## config.mk

```make
export PLATFORM = sky130hd
export DESIGN_NAME = rf_wb_arbiter
export DESIGN_NICKNAME = d
export VERILOG_FILES = /design/src/rtl/rf_wb_arbiter_pkg.sv /design/src/rtl/rr_arbiter.sv /design/src/rtl/rf_wb_arbiter.sv
export SDC_FILE = /design/constraint.sdc
export NUM_CORES = 1
export LEC_CHECK = 0
export ABC_AREA = 1
export CAP_MARGIN = 10
export CELL_PAD_IN_SITES_DETAIL_PLACEMENT = 2
export CELL_PAD_IN_SITES_GLOBAL_PLACEMENT = 2
export CORE_MARGIN = 10
export CORE_UTILIZATION = 20
export CTS_CLUSTER_SIZE = 24
export DETAILED_ROUTE_END_ITERATION = 10
export GPL_TIMING_DRIVEN = 0
export PLACE_DENSITY = 0.84
export SKIP_LAST_GASP = 1
export SYNTH_ARGS = -nofsm -noshare
export SYNTH_HDL_FRONTEND = slang
export SYNTH_SLANG_ARGS = --single-unit
```

## constraint.sdc

```tcl
create_clock -name clk_i -period 2.38 [get_ports clk_i]
set_input_delay 0.357 -clock clk_i [delete_from_list [all_inputs] [get_ports clk_i]]
set_output_delay 0.357 -clock clk_i [all_outputs]
set_load 0.02 [all_outputs]
```

## src/rtl/rf_wb_arbiter_pkg.sv

```systemverilog
// Shared types for the register-file writeback arbiter.
// Default geometry of the RF write port and the arbiter FSM states.
package rf_pkg;

  localparam int XLEN = 32;
  localparam int NREG = 32;
  localparam int AW   = $clog2(NREG);

  typedef logic [AW-1:0]   rf_addr_t;
  typedef logic [XLEN-1:0] rf_data_t;

  typedef enum logic [0:0] {
    CLEAR = 1'b0,
    RUN   = 1'b1
  } wb_state_e;

endpackage

```

## src/rtl/rr_arbiter.sv

```systemverilog
// Combinational round-robin grant: first request at or after ptr,
// scanning upward with wrap-around. One-hot grant plus its index.
module rr_arbiter
  import rf_pkg::*;
#(
  parameter int  N  = 3,
  localparam int IW = (N > 1) ? $clog2(N) : 1
) (
  input  logic [N-1:0]  req,
  input  logic [IW-1:0] ptr,
  output logic [N-1:0]  gnt,
  output logic [IW-1:0] gnt_idx
);

  logic found;
  int   idx;

  always_comb begin
    gnt     = '0;
    gnt_idx = '0;
    found   = 1'b0;
    idx     = 0;
    for (int k = 0; k < N; k++) begin
      idx = int'(ptr) + k;
      if (idx >= N) idx = idx - N;
      if (!found && req[idx]) begin
        found    = 1'b1;
        gnt[idx] = 1'b1;
        gnt_idx  = IW'(idx);
      end
    end
  end

endmodule

```

## src/rtl/rf_wb_arbiter.sv

```systemverilog
// Round-robin arbiter for the single RF write port; after every
// reset it sweeps x1..x(NREG-1) to zero before granting requesters.
module rf_wb_arbiter
  import rf_pkg::*;
#(
  parameter int  NREQ = 3,
  parameter int  XLEN = 32,
  parameter int  NREG = 32,
  localparam int AW   = $clog2(NREG)
) (
  input  logic              clk_i,
  input  logic              reset_i,
  input  logic [NREQ-1:0]      req_valid_i,
  input  logic [NREQ*AW-1:0]   req_rd_i,
  input  logic [NREQ*XLEN-1:0] req_wd_i,
  output logic [NREQ-1:0]      req_ready_o,
  output logic              rf_regwrite_o,
  output logic [AW-1:0]     rf_rd_o,
  output logic [XLEN-1:0]   rf_wd_o,
  output logic              init_done_o
);

  localparam int IW = (NREQ > 1) ? $clog2(NREQ) : 1;

  wb_state_e       state_q, state_d;
  logic [AW-1:0]   cnt_q, cnt_d;
  logic [IW-1:0]   ptr_q, ptr_d;
  logic            we_q, we_d;
  logic [AW-1:0]   rd_q, rd_d;
  logic [XLEN-1:0] wd_q, wd_d;
  logic            done_q, done_d;

  logic [NREQ-1:0] arb_req;
  logic [NREQ-1:0] gnt;
  logic [IW-1:0]   gnt_idx;
  logic            xfer;
  logic [AW-1:0]   sel_rd;
  logic [XLEN-1:0] sel_wd;

  // Requesters stay invisible to the arbiter until the sweep is over.
  assign arb_req = (state_q == RUN) ? req_valid_i : '0;

  rr_arbiter #(
    .N (NREQ)
  ) u_rr (
    .req     (arb_req),
    .ptr     (ptr_q),
    .gnt     (gnt),
    .gnt_idx (gnt_idx)
  );

  assign xfer        = |gnt;
  assign req_ready_o = gnt;
  assign sel_rd      = req_rd_i[int'(gnt_idx)*AW +: AW];
  assign sel_wd      = req_wd_i[int'(gnt_idx)*XLEN +: XLEN];

  always_comb begin
    state_d = state_q;
    cnt_d   = cnt_q;
    ptr_d   = ptr_q;
    we_d    = 1'b0;
    rd_d    = rd_q;
    wd_d    = wd_q;
    done_d  = done_q;
    unique case (state_q)
      CLEAR: begin
        we_d  = 1'b1;
        rd_d  = cnt_q;
        wd_d  = '0;
        cnt_d = cnt_q + 1'b1;
        if (cnt_q == AW'(NREG - 1)) begin
          state_d = RUN;
          done_d  = 1'b1;
        end
      end
      RUN: begin
        if (xfer) begin
          // x0 is hardwired: accept the transfer but suppress the write.
          we_d  = |sel_rd;
          rd_d  = sel_rd;
          wd_d  = sel_wd;
          ptr_d = (gnt_idx == IW'(NREQ - 1)) ? '0
                                             : gnt_idx + 1'b1;
        end
      end
    endcase
  end

  always_ff @(posedge clk_i) begin
    if (reset_i) begin
      state_q <= CLEAR;
      cnt_q   <= AW'(1);
      ptr_q   <= '0;
      we_q    <= 1'b0;
      rd_q    <= '0;
      wd_q    <= '0;
      done_q  <= 1'b0;
    end else begin
      state_q <= state_d;
      cnt_q   <= cnt_d;
      ptr_q   <= ptr_d;
      we_q    <= we_d;
      rd_q    <= rd_d;
      wd_q    <= wd_d;
      done_q  <= done_d;
    end
  end

  assign rf_regwrite_o = we_q;
  assign rf_rd_o       = rd_q;
  assign rf_wd_o       = wd_q;
  assign init_done_o   = done_q;

endmodule

```

== Word level (Yosys, flattened, before mapping) ==
Index checks and enable logic that the tools add are counted.
Word-level totals
  register bits after elaboration: 47
  output and inout bits: 42
Cells by class
  add/subtract/negate cells: 7
  multiply operators: 1
  order comparisons: 9
  eq/ne operators: 3
  shifts and indexed selects: 2
  mux-type cells: 36
  bitwise operators: 3
  reduce and logical (&&, ||, !) cells: 11
Operator list (number)
  32-bit 2-to-1 mux: 4
  32-bit by 1-bit greater-or-equal comparator with 1-bit output (second input constant): 3
  32-bit by 4-bit less-than comparator with 1-bit output (second input constant): 3
  96-bit by 8-bit variable part select with 32-bit output: 1
  32-bit by 3-bit greater-or-equal comparator with 1-bit output (second input constant): 2
  32-bit one-hot mux with 2 select lines: 1
  32-bit by 3-bit subtractor with 32-bit output (second input constant): 2
  15-bit by 6-bit variable part select with 5-bit output: 1
  1-bit 2-to-1 mux: 14
  3-bit 2-to-1 mux: 4
  5-bit one-hot mux with 2 select lines: 1
  2-bit 2-to-1 mux: 4
  1-bit binary-select mux with 2-bit select: 3
  1-bit demux with 2-bit select: 3
  3-bit OR: 2
  5-bit by 1-bit adder with 5-bit output (second input constant): 1
  5-bit == test (second input constant): 1
  1-bit logical AND: 5
  2-bit by 3-bit multiplier with 5-bit output (second input constant): 1
  5-bit 2-to-1 mux: 1
  5-bit OR reduction: 1
  2-bit AND reduction: 2
  2-bit by 1-bit adder with 3-bit output (second input constant): 1
  2-bit by 2-bit adder with 3-bit output (second input constant): 1
  9 further kinds: 10

== Depth between registers and ports, before layout ==
  depth in word-level cells: 17
  gate-level depth with buffers: 18
  mapped depth without buffers: 16

== Hierarchy ==
From an unflattened synthesis, not the netlist that was laid out.
Second synthesis, totals
  cell total of the unflattened synthesis: 484
  area, all modules: 3011.6 um2
By module, submodules not included
  rf_wb_arbiter: instances 1, cells an instance 422, area an instance 2695.1 um2, sequential area each 940.9 um2
  rr_arbiter: instances 1, cells an instance 62, area an instance 316.6 um2, sequential area each 0.0 um2

== Worst setup path after synthesis ==
OpenSTA, ideal clock, no wires.
  path kind: register to register
  start point: register ptr_q[0]
  end point: register wd_q[10], in the netlist rf_wd_o[10]
  arrival time: 2128 ps
  data required time: 2309 ps
  slack: 181 ps
  cell stages (with the launch flop): 13
  buffers on the path: 1
  clock period less this slack: 2199 ps
  cell sequence: dfxtp_1 inv_1 ha_1 inv_2 nand3_1 nand3_1 nand2_2 nand4_2 nand2_2 nand3b_4 buf_1 nand2_1 a21oi_2
On the way
  elaborated cells between the ends (all ways): 54
  classes of those cells: add/sub (5); order compare (9); eq/ne (1); shift (1); mux (28); bitwise (2); reduce/logical (8)
RTL lines
  from (decl): RTL line rf_wb_arbiter.sv:27  | logic [IW-1:0] ptr_q, ptr_d;
  from (signal assigned): RTL line rf_wb_arbiter.sv:101  | ptr_q <= ptr_d;
  branches (longest 11 deep; another with 32-bit by 3-bit subtractor with 32-bit output)
  3-bit 2-to-1 mux *: RTL line rr_arbiter.sv:26  | if (!found && req[idx]) begin
  net req_ready_o[1]: RTL line rf_wb_arbiter.sv:16  | output logic [NREQ-1:0] req_ready_o,
  3-bit OR reduction *: RTL line rf_wb_arbiter.sv:52  | assign xfer = |gnt;
  2-bit by 1-bit != test with 1-bit output (no line) *
  to (signal assigned): RTL line rf_wb_arbiter.sv:104  | wd_q <= wd_d;
  to (decl): RTL line rf_wb_arbiter.sv:30  | logic [XLEN-1:0] wd_q, wd_d;
Mark *: on every way through the listed nets, which the timed path passes. The select of a mux whose other input is x is not followed.
A chain may end at the register's enable or synchronous reset.

== Worst setup path after layout ==
  start point: input req_valid_i[0]
  end point: output req_ready_o[0]
On the way
  word-level cells in the longest chain between the ends: 11
  elaborated cells between the ends (all ways): 21
  classes of those cells: mux (15); bitwise (2); reduce/logical (4)
RTL lines
  from (decl): RTL line rf_wb_arbiter.sv:13  | input logic [NREQ-1:0] req_valid_i,
  3-bit 2-to-1 mux *: RTL line rf_wb_arbiter.sv:41  | assign arb_req = (state_q == RUN) ? req_valid_i : '0;
  1-bit binary-select mux with 2-bit select: RTL line rr_arbiter.sv:26
  1-bit 2-to-1 mux (implied by the code) (2 in series): RTL line rr_arbiter.sv:26
  1-bit 2-to-1 mux: RTL line rr_arbiter.sv:26
  1-bit zero test: RTL line rr_arbiter.sv:26
  1-bit logical AND: RTL line rr_arbiter.sv:26
  1-bit 2-to-1 mux: RTL line rr_arbiter.sv:26
  1-bit zero test: RTL line rr_arbiter.sv:26
  1-bit logical AND: RTL line rr_arbiter.sv:26
  3-bit 2-to-1 mux *: RTL line rr_arbiter.sv:26
  to (decl): RTL line rf_wb_arbiter.sv:16
Mark *: on every way between the ends. The rest lies on a longest branch, timed or not. The select of a mux whose other input is x is not followed.

==> metrics.md <==
| Metric | Value |
|---|---|
| Total GRT Usage | `14.56%` |
| Number of antenna violations at the first check in global routing | `0` |
| Failing checks | `setup timing` |
| Max incr delay on CP | `590 ps` |
| Post-synthesis register bit count | `47` |
| Crit path DAT | `2060 ps` |
| Internal power | `2.476 mW` |
| Pleak | `2.461 nW` |
| Maxcap violations | `0` |
| Crit Path Class | `in -> out` |
| Slew Viols, Final | `0` |
| Die H | `147.7 um` |
| Final Cycle Share | `101.5%` |
| Peak Freq | `0.4139 GHz` |
| Antenna Cells | `0` |
| Slowest CP cell | `clkdlybuf4s50_1` |
| CP most frequent cell | `nand2_1` |
| Detail Route Antenna Nets | `0` |
| Final core occ | `37.40%` |
| Required @ worst endpoint | `2020 ps` |
| Syn Area/Cell | `6.563 um2` |
| Drt initial violations | `83` |
| Most frequent cells in the layout | `nand2_1, clkdlybuf4s50_1, inv_1, dfxtp_1` |
| CP delay by family, top | `buffers and inverters` |
| Relative slew slack | `48.92%` |
| Setup Skew | `9.812 ps` |
| Hpwl dp | `13080 um` |
| Vias in the first global route | `4712` |
| FF-to-FF setup slack | `20 ps` |
| Syn-to-layout area delta | `82.78%` |
| Total gr overflow | `0` |
| Period minus WS final | `2416 ps` |
| Synth Cell Area | `between 0.003 and 0.004 mm2` |
| Max H-tree Level | `2` |
| TritonRoute pass-1 iters | `4` |
| I/O pin total | `158` |
| Final hold vios | `0` |
| PwrDens | `677.7 mW/mm2` |
| Max Fanout on Critical Path | `3` |
| Average routed wire per standard cell | `around 19 um` |
| CTS tree | `done` |
| Buf+Inv Stages, Crit Path | `3` |
| Setup violations, final | `7` |
| Port buffer count | `between 150 and 200` |
| Num rows | `46` |
| Flop pwr share | `between 20% and 30%` |
| GP Congestion | `0.8643` |
| DIE AREA | `0.02182 mm2` |
| Combinational group share of total power | `around 53%` |
| Startpoint class of the critical path | `primary input` |
| Core area | `between 0.015 and 0.02 mm2` |
| Largest net degree at the start of global routing | `15` |
| Sw Ratio | `38.72%` |
| Max clock buf depth | `2` |
| Placement Setup Slack | `-573.9 ps` |
| Final worst slack | `-36.14 ps` |
| Commonest non-fill, non-tap cell in the layout | `nand2_1` |
| Routed WL | `~17000 um` |
| DRC Markers | `0` |
| Post-synthesis sequential area ratio | `28.85%` |
| Synth warnings | `0` |
| Via count | `just over 4000` |
| TritonCTS buffer count | `5` |
| HP Class | `reg -> reg` |
| Status | `finished, violations left` |
| CTS Root Cell | `clkbuf_16` |
| Net Count, Synth | `619` |
| Cts hold-fix bufs | `0` |
| Gate Count Post-Synth | `497` |
| Crit. End Element | `output pin` |
| CP Cell Sequence | `clkdlybuf4s50_1, nand2_1, nand2_1, nand3_1, nand2_2, nand3_4, nor2_1, nor2_2, inv_1, buf_4` |
| # clock sinks | `47` |
| Via density | `4.509` |
| CTS clk-pin slew, worst paths | `approximately 70 ps` |
| Synth unique cells | `30` |
| Sw power | `about 1.6 mW` |
| Slew @ Worst Pin | `766.3 ps` |
| Clock share of power | `23.0%` |
| Global-route wire length before repair | `25210 um` |
| Worst vdd ir | `a little under 0.3 mV` |
| RSZ-0062 raised after global routing | `yes` |
| Layout Nets | `810` |
| Clk_lat worst skew | `300 ps` |
| Final setup TNS | `-76.67 ps` |
| Share of cells above drive strength 1 | `between 20 and 25%` |
| Initial Utilization | `slightly above 20%` |
| Die Span X | `147.7 um` |
## per-stage QoR
step           cell area (um2)  hold WS, ps  power, mW  std cells
2_1_floorplan             3262        478.8      1.932        497
3_3_place_gp              5104        457.1      2.592        870
3_5_place_dp              5104        462.2      2.674        870
4_1_cts                   5624        472.8      3.800        893
5_1_grt                   5962        486.8      4.309        905
6_report                  5962        470.8      4.040        905
## sequential cells by signal, summed over array words and instances, names as in the netlist
name and cells:
cnt_q 5, init_done_o 1, ptr_q 2, rf_rd_o 5, rf_regwrite_o 1, rf_wd_o 32, state_q 1
## path summary, 6_finish.rpt
check                                         startpoint                       end  depth (start not counted)
worst max-delay path                      req_valid_i[0]            req_ready_o[0]                         10
worst max register to register     ptr_q[1]$_SDFFE_PP0P_   rf_wd_o[7]$_SDFFE_PP0P_                         15
worst min-delay path            rf_wd_o[14]$_SDFFE_PP0P_  rf_wd_o[14]$_SDFFE_PP0P_                          2
worst min register to register  rf_wd_o[14]$_SDFFE_PP0P_  rf_wd_o[14]$_SDFFE_PP0P_                          2
## metal layers
metal | global-route usage (%) | wire, um | vias to the layer above
li1 | - | - | 1976
met1 | 14.84 | 6557 | 1952
met2 | 27.05 | 9229 | 121
met3 | 4.853 | 1067 | 32
met4 | 5.104 | 505 | 0
met5 | 0 | 0 | -
## synth_stat cells
| master | number | area share, % |
|---|---|---|
| nor4_1 | 1 | 0.19 |
| clkbuf_1 | 6 | 0.69 |
| nor2_8 | 1 | 0.61 |
| nor2_1 | 12 | 1.4 |
| o21ai_1 | 2 | 0.31 |
| nand4_2 | 1 | 0.38 |
| a21oi_2 | 30 | 8.1 |
| a21oi_1 | 7 | 1.1 |
| buf_1 | 4 | 0.46 |
| buf_2 | 10 | 1.5 |
| inv_1 | 52 | 6.0 |
| nor3_1 | 5 | 0.77 |
| nand2_1 | 175 | 20 |
| nand3_2 | 1 | 0.31 |
| nand2_2 | 36 | 6.9 |
| dfxtp_1 | 47 | 29 |
| nor2_2 | 4 | 0.77 |
| buf_8 | 3 | 1.4 |
| o21ai_0 | 5 | 0.77 |
| buf_4 | 6 | 1.4 |
| a31oi_1 | 1 | 0.19 |
| nand3_1 | 42 | 6.4 |
| clkinv_1 | 1 | 0.11 |
| ha_1 | 6 | 2.3 |
| o21bai_1 | 1 | 0.23 |
| o21ai_2 | 1 | 0.27 |
| o211ai_1 | 32 | 7.4 |
| nand4_1 | 1 | 0.19 |
| nand3b_4 | 1 | 0.61 |
| inv_2 | 3 | 0.35 |
## cell type report
class                           instances  area, um2
Timing Repair Buffer                  184       1868
Fill cell                            1853       9981
Sequential cell                        47      948.4
Clock inverter                          2      60.06
Tap cell                              216      270.3
Clock buffer                            6      128.9
Multi-Input combinational cell        366       2170
Inverter                               56      215.2
Buffer                                 28      301.5
## power by group through the flow
| stage | Combinational, mW | Sequential (mW) | Clock [mW] |
|---|---|---|---|
| global placement | 1.63 | 0.962 | 0 |
| finish | 2.15 | 0.961 | 0.929 |
| floorplan | 0.879 | 1.05 | 0 |
| detailed placement | 1.71 | 0.966 | 0 |
| CTS | 1.88 | 0.957 | 0.959 |
| global route | 2.35 | 0.975 | 0.986 |
## worst min-delay path, cell delays in order, from the launching register on
cell and delay (ps):
dfxtp_1 320, nand2_2 70, a21oi_2 40
## cells by family (layout without fill, tap and decap cells)
kind of cell | count (synthesis) | after routing | synth area share [%]
fa+ha+maj | 6 | 6 | 2.301
flops | 47 | 47 | 28.85
simple gates | 280 | 281 | 38.70
compound gates | 79 | 79 | 18.26
buf+inv | 85 | 276 | 11.89
## timing repair
action,4_1_cts,5_1_grt
pin swaps,16,28
setup buffers,15,8
resized for setup,69,56
endpoints found under the setup margin,43,43
gates cloned,1,4
(Power assumes the default switching activity.)
